**config.mk**
```make
export PLATFORM = sky130hd
export DESIGN_NAME = demux_stream
export DESIGN_NICKNAME = d
export VERILOG_FILES = /design/src/rtl/demux_stream_pkg.sv /design/src/rtl/demux_slot.sv /design/src/rtl/demux_stream.sv
export SDC_FILE = /design/constraint.sdc
export NUM_CORES = 1
export LEC_CHECK = 0
export ABC_AREA = 1
export BUFFER_PORTS_ARGS = -buffer_cell sky130_fd_sc_hd__buf_2
export CAP_MARGIN = 15
export CELL_PAD_IN_SITES_DETAIL_PLACEMENT = 1
export CELL_PAD_IN_SITES_GLOBAL_PLACEMENT = 1
export CORE_UTILIZATION = 34
export DETAILED_ROUTE_END_ITERATION = 8
export PLACE_DENSITY_LB_ADDON = 0.3
export SLEW_MARGIN = 40
export SYNTH_ARGS = -nofsm -noshare
export SYNTH_HDL_FRONTEND = slang
export SYNTH_SLANG_ARGS = --single-unit
```
**constraint.sdc**
```tcl
create_clock -name clk -period 1.5 [get_ports clk]
set_input_delay 0.15 -clock clk [delete_from_list [all_inputs] [get_ports clk]]
set_output_delay 0.15 -clock clk [all_outputs]
set_load 0.05 [all_outputs]
```
**src/rtl/demux_stream_pkg.sv**
```systemverilog
// -----------------------------------------------------------------------------
// demux_stream_pkg
//   Shared constants and helpers for the demux_stream block.
//   - MODE_SEL / MODE_RR : steering mode selectors for the MODE parameter
//   - demux_clog2()      : select-width helper (minimum result of 1 bit)
// -----------------------------------------------------------------------------
package demux_stream_pkg;

    localparam int MODE_SEL = 0;  // target channel comes from in_sel
    localparam int MODE_RR  = 1;  // target channel comes from the round-robin pointer

    // Number of bits needed to encode 0..value-1. A single channel still
    // needs one select bit so the port never collapses to zero width.
    function automatic int demux_clog2(input int value);
        int r;
        r = 0;
        for (int i = 0; i < 31; i++) begin
            if ((1 << i) < value) begin
                r = i + 1;
            end
        end
        return (r < 1) ? 1 : r;
    endfunction

endpackage

```
**src/rtl/demux_slot.sv**
```systemverilog
// -----------------------------------------------------------------------------
// demux_slot
//   One-entry output register for a single demux channel.
//   Handshake: the consumer takes the held word on any rising edge where
//   valid_o & ready_i are both 1. A write (wr_en_i) always lands; the parent
//   only writes when the slot is free (empty, or draining this same cycle),
//   so a write in the drain cycle replaces the old word and valid stays high.
//
//   Ports:
//     clk_i      clock, rising edge
//     rst_i      synchronous active-high reset
//     wr_en_i    load wr_data_i into the slot
//     wr_data_i  word to load (W bits)
//     ready_i    consumer accepts the held word
//     valid_o    slot holds a word
//     data_o     held word (keeps last value after drain)
// -----------------------------------------------------------------------------
module demux_slot #(
    parameter int W = 8
) (
    input  logic         clk_i,
    input  logic         rst_i,
    input  logic         wr_en_i,
    input  logic [W-1:0] wr_data_i,
    input  logic         ready_i,
    output logic         valid_o,
    output logic [W-1:0] data_o
);

    logic         valid_q, valid_d;
    logic [W-1:0] data_q, data_d;

    always_comb begin
        valid_d = valid_q;
        data_d  = data_q;
        if (wr_en_i) begin
            valid_d = 1'b1;
            data_d  = wr_data_i;
        end else if (valid_q && ready_i) begin
            valid_d = 1'b0;
        end
    end

    always_ff @(posedge clk_i) begin
        if (rst_i) begin
            valid_q <= 1'b0;
            data_q  <= '0;
        end else begin
            valid_q <= valid_d;
            data_q  <= data_d;
        end
    end

    assign valid_o = valid_q;
    assign data_o  = data_q;

endmodule

```
**src/rtl/demux_stream.sv**
```systemverilog
// -----------------------------------------------------------------------------
// demux_stream
//   Registered 1-to-N stream demultiplexer. Each accepted input word is
//   steered to one channel (by in_sel or by a round-robin pointer) and held
//   in that channel's one-entry slot until its consumer takes it.
//
//   Handshake (all ports): a word moves on a rising edge where valid and
//   ready are both 1. in_ready is a function of out_valid/out_ready of the
//   target slot, in_sel and the round-robin pointer only -- never in_valid.
//
//   Ports:
//     clk        clock, rising edge
//     rst        synchronous active-high reset
//     in_data    input word (W bits)
//     in_sel     target channel, used only when MODE = MODE_SEL
//     in_valid   producer has a word
//     in_ready   target slot can take a word this cycle
//     out_data   channel k at bits [k*W +: W]
//     out_valid  per-channel word held
//     out_ready  per-channel consumer accepts
//     err_drop   one-cycle pulse after a word with an out-of-range select
//                was accepted and discarded
// -----------------------------------------------------------------------------
module demux_stream
    import demux_stream_pkg::*;
#(
    parameter int W     = 8,
    parameter int N     = 4,
    parameter int MODE  = MODE_SEL,
    parameter int SEL_W = demux_clog2(N)
) (
    input  logic             clk,
    input  logic             rst,
    input  logic [W-1:0]     in_data,
    input  logic [SEL_W-1:0] in_sel,
    input  logic             in_valid,
    output logic             in_ready,
    output logic [N*W-1:0]   out_data,
    output logic [N-1:0]     out_valid,
    input  logic [N-1:0]     out_ready,
    output logic             err_drop
);

    logic [SEL_W-1:0] rr_ptr_q, rr_ptr_d;
    logic [SEL_W-1:0] tgt;
    logic [N-1:0]     slot_free;
    logic [N-1:0]     wr_en;
    logic             tgt_hit;
    logic             accept;
    logic             err_drop_q, err_drop_d;

    assign tgt = (MODE == MODE_RR) ? rr_ptr_q : in_sel;

    // A slot is free when empty or being drained this cycle. An out-of-range
    // target matches no slot: in_ready stays 1 so the word is swallowed.
    always_comb begin
        slot_free = ~out_valid | out_ready;
        tgt_hit   = 1'b0;
        in_ready  = 1'b1;
        for (int k = 0; k < N; k++) begin
            if (tgt == SEL_W'(k)) begin
                tgt_hit  = 1'b1;
                in_ready = slot_free[k];
            end
        end
    end

    assign accept = in_valid & in_ready;

    always_comb begin
        wr_en = '0;
        for (int k = 0; k < N; k++) begin
            wr_en[k] = accept & (tgt == SEL_W'(k));
        end
    end

    // The pointer only moves on an accept, so a stalled word keeps its target.
    // In MODE_SEL it stays at its reset value of 0.
    always_comb begin
        rr_ptr_d = rr_ptr_q;
        if ((MODE == MODE_RR) && accept) begin
            rr_ptr_d = (rr_ptr_q == SEL_W'(N - 1)) ? '0 : rr_ptr_q + SEL_W'(1);
        end
    end

    assign err_drop_d = accept & ~tgt_hit;

    always_ff @(posedge clk) begin
        if (rst) begin
            rr_ptr_q   <= '0;
            err_drop_q <= 1'b0;
        end else begin
            rr_ptr_q   <= rr_ptr_d;
            err_drop_q <= err_drop_d;
        end
    end

    assign err_drop = err_drop_q;

    for (genvar k = 0; k < N; k++) begin : g_slot
        demux_slot #(
            .W(W)
        ) u_slot (
            .clk_i     (clk),
            .rst_i     (rst),
            .wr_en_i   (wr_en[k]),
            .wr_data_i (in_data),
            .ready_i   (out_ready[k]),
            .valid_o   (out_valid[k]),
            .data_o    (out_data[k*W +: W])
        );
    end

endmodule

```
* Word-level counts from Yosys, hierarchy flattened
Cells that the tools add are included.
** Word-level totals
- Register bits :: 37
- Output and inout bits :: 38
** Cells by class
- Equality and inequality tests :: 3
- Mux-type cells :: 16
- Bitwise logic cells :: 9
- Reductions and logical operators :: 9
** Operator list (number)
- $mux 1 :: 16
- $reduce_bool 2->1 :: 4
- $and 1x1->1 :: 6
- $eq 2x2->1 const B :: 2
- $logic_and 1x1->1 :: 4
- $not 4->4 :: 1
- $or 4x4->4 :: 1
- $eq 2x1->1 const B :: 1
- $logic_not 2->1 :: 1
- $not 1->1 :: 1

* Depth between registers and ports, before layout
- Depth in word-level cells :: 9
- Depth in mapped cells :: 10

* Cells and area by module
A second synthesis with hierarchy kept.
** Second synthesis, totals
- Cells, all modules :: 180
- Area total of the unflattened synthesis :: 1355.0 um2
** Modules (own cells, without submodules)
- demux_slot :: times used 4, cells an instance 38, area an instance 304.0 um2
- demux_stream :: times used 1, cells an instance 28, area an instance 138.9 um2

* Least setup slack after synthesis
Ideal clock, no wire load.
- Path type :: reg2reg
- Start :: reg g_slot[2].u_slot.valid_q
- End :: reg g_slot[3].u_slot.data_q[0]
- Arrival time :: 1371 ps
- Required time :: 1390 ps
- Setup slack :: 19 ps
- Cell stages (with the launch flop) :: 9
- Buffers on the path :: 0
- Clock period less this slack :: 1481 ps
- Cell sequence :: dfxtp_1 -> nand2_1 -> inv_1 -> nand2_1 -> nand3_1 -> nor2_2 -> nand4_1 -> nand2_1 -> nor2_1
** Between the ends
- Longest elaborated chain between the ends :: 6
** RTL lines
- start, declared :: line demux_slot.sv:30 : logic valid_q, valid_d;
- start signal, assigned :: line demux_slot.sv:49 : valid_q <= valid_d;
- $not 4->4 :: line demux_stream.sv:57 : slot_free = ~out_valid | out_ready;
- $or 4x4->4 :: line demux_stream.sv:57
- $mux 1 (2 in series) :: line demux_stream.sv:61 : if (tgt == SEL_W'(k)) begin
- via in_ready :: line demux_stream.sv:37 : output logic in_ready,
- $and 1x1->1 :: line demux_stream.sv:68 : assign accept = in_valid & in_ready;
- $and 1x1->1 :: line demux_stream.sv:73 : wr_en[k] = accept & (tgt == SEL_W'(k));
- end signal, assigned :: line demux_slot.sv:50 : data_q <= data_d;
- end, declared :: line demux_slot.sv:31 : logic [W-1:0] data_q, data_d;
The timed path passes the listed nets, and every way through them passes these cells.
A chain may end at the register's enable or synchronous reset.

* Final worst setup path
- Start :: reg g_slot[2].u_slot.valid_q
- End :: out in_ready
** Between the ends
- Longest elaborated chain between the ends :: 4
** RTL lines (line)
- $not 4->4 :: demux_stream.sv:57
- $or 4x4->4 :: demux_stream.sv:57
- $mux 1 (2 in series) :: demux_stream.sv:61
- end, declared :: demux_stream.sv:37
No other way between the ends.

==> impl_metrics.toml <==
[run_status]
outcome = "completed"

[finish]
fin_nets = 342
final_cell_area_mm2 = 0.00217
fin_util = 0.450
nFillCells = 684
drive_above_1_share = 0.233
antenna_cells = 0
area_growth_syn_to_layout_pct = 24.4

[floorplanning]
die_y_um = 73.6
die_width_um = 73.6
rows = 25
io_pins = 55
die_area_mm2 = 0.00541
start_util = 0.362
core_area_mm2 = 0.00482

[min_path]
holdPathEnd = "g_slot[0].u_slot.valid_o"
hp-class = "in2reg"
hold_start = "rst"
worstHoldPathCells = 2

[yosys]
muxShareOfSynthArea = 0
synth-adder-area-share = 0
synthXorXnorAreaFrac = 0
synth_commonest_cells = "nand2_1 (70), nor2_1 (64), inv_1 (61), dfxtp_1 (37), nand4_1 (9)"
synthCells = 269
ys.flop_type = "dfxtp_1"
synth_edf_count = 0
synth_nets = 286
ys_seq_elements = 37
synth.distinct_cells = 20
synth_top_family_by_area = "simple AND/OR/NAND/NOR gates"
ys_async_sr_fraction = 0
ys_warn_count = 0
synth_top_area_share = 0.425
synth_compound_area_frac = 0.00862
syn_area_per_cell_um2 = 6.47
synth_area_leaders = "dfxtp_1 (43%), nand2_1 (15%), nor2_1 (14%)"
yosysMostFrequentCell = "nand2_1"
synth_largest_area_cell = "dfxtp_1"
synth_simple_gate_area_frac = 0.382
yosysSeqAreaShare = 0.425
syn_area_mm2 = 0.00174

[grt]
grt_first_pass_wirelength_mm = 7.44
grt_pass1_vias = 1684
grt_max_degree = 34
antenna_found_initial = 0
grt_util_all_layers = 0.183
grt_remaining_overflow = 0

[detailed_routing]
dr.pass1.iters = 4
num_vias = 1693
drt_wl_total_mm = 4.38
routedWlPerCell_um = 11.1
drtIter0Drc = 42
route.detailed.drc = 0
drt.antenna.violating_nets = 0
via_per_inst = 4.31

[worst_setup_path]
worstSetupEndpointType = "primary output"
startpoint_type = "register"
r2r_end = "g_slot[1].u_slot.data_o[1]"
worst_r2r_path_depth = 7
path_class = "reg2out"
required_ps = 1350
regToRegSetupSlack_ps = 180
timing.rr.start = "g_slot[1].u_slot.valid_o"
crit_arrival_ps = 1260
worstPathMaxFanout = 3

[power]
leakage_nw = 1.30
irDropWorstVdd_uv = 502
p_per_area_mw_per_mm2 = 1000

[clocking]
cts_hold_buf = 0
cts_tree = "built"
clk_pin_slew_ps = 70
numCtsBuffers = 5
clock-root-buffer = "clkbuf_8"
clkLatencyLatePin_ps = 280
clock_sinks = 37
htree_levels = 2
clk_path_buf_depth = 2

[sta]
finalCritPeriodShare = 0.939
setup_viol = 0
final.setup.tns_ps = 0
final_hold_viol_count = 0
drv_slew = 0
fin_skew_ps = 4.88
max_freq_ghz = 0.710
fin_ws_ps = 91.5
rsz0062_at_grt = "false"
fin_crit_ps = 1410

[placement]
gp_congestion = 0.706
dp_hpwl_mm = 3.24
pre_cts_slack_ps = 6.22
portBuffers = 54
placed_cell_area_mm2 = 0.00206

[flow_run]
cap_violations = 0
[sequential cells by signal (all words and copies together) (netlist names)]
signal	cells
g_slot.u_slot.data_o	32
g_slot.u_slot.valid_o	4
err_drop	1
[area by class of cell]
class,instances,area [um2],area share
Tap cell,67,83.8,0.0387
Clock inverter,2,10.0,0.00462
Multi-Input combinational cell,159,693,0.320
Sequential cell,37,741,0.342
Inverter,62,233,0.107
Clock buffer,6,72.6,0.0335
Timing Repair Buffer,60,334,0.154
[worst max-delay path, cell delays in order (launching register included)]
cell and delay, ps:
dfxtp_1 330, nand2_1 100, inv_1 50, nand2_1 80, nand3_1 90, nor2_2 150, buf_6 180
[report_power, final]
| group | switching, mW | internal (mW) |
|---|---|---|
| clock | 0.349 | 0.322 |
| combinational | 0.337 | 0.116 |
| sequential | 0.0216 | 1.03 |
[how the worst max path moves through the flow]
| stage | start | to | slack, ps | cells past startpoint |
|---|---|---|---|---|
| floorplan | g_slot[2].u_slot.valid_o | g_slot[3].u_slot.data_o[0] | 20 | 8 |
| global placement | g_slot[1].u_slot.valid_o | g_slot[1].u_slot.data_o[1] | 80 | 6 |
| detailed placement | g_slot[0].u_slot.valid_o | g_slot[1].u_slot.data_o[2] | 6 | 8 |
| CTS | g_slot[2].u_slot.valid_o | in_ready | 30 | 6 |
| global route | g_slot[0].u_slot.valid_o | g_slot[1].u_slot.data_o[0] | 2 | 9 |
| finish | g_slot[2].u_slot.valid_o | in_ready | 90 | 6 |
[layout by cell type, fill, tap and decap left out, drive strengths merged]
master  Yosys  final
a21oi       3      3
clkbuf      3      6
conb        1      1
inv        61     61
nor2       66     66
nand4      12     12
nand3       2      2
buf         8     60
nand3b      1      1
dfxtp      37     37
clkinv      1      3
nand2      74     74
[timing repair]
item                       CTS  global route
setup endpoints to repair    9            10
buffers inserted             0             1
gates resized for setup      2             1
[per-stage QoR]
| step | instances | power [mW] | hold slack (ps) |
|---|---|---|---|
| after floorplan | 269 | 1.41 | 219 |
| after global placement | 384 | 1.52 | 366 |
| after detailed placement | 384 | 1.53 | 362 |
| after CTS | 392 | 2.21 | 52.0 |
| after global routing | 393 | 2.30 | 64.5 |
| final | 393 | 2.18 | 62.9 |
[per-layer routing]
layer / share of wire / vias up / global-route usage
li1: - / 875 / -
met4: 0.0082 / 0 / 0.0513
met2: 0.48 / 39 / 0.318
met1: 0.45 / 775 / 0.222
met3: 0.058 / 4 / 0.0480
met5: 0 / - / 0
[kinds of logic (layout without fill, tap and decap cells)]
logic type | Yosys count | after routing
AO/OA/AOI/OAI | 3 | 3
buffers and inverters | 73 | 130
flip-flops | 37 | 37
other | 1 | 1
AND/OR/NAND/NOR | 155 | 155
No activity file was read; power rests on OpenSTA's default activity.
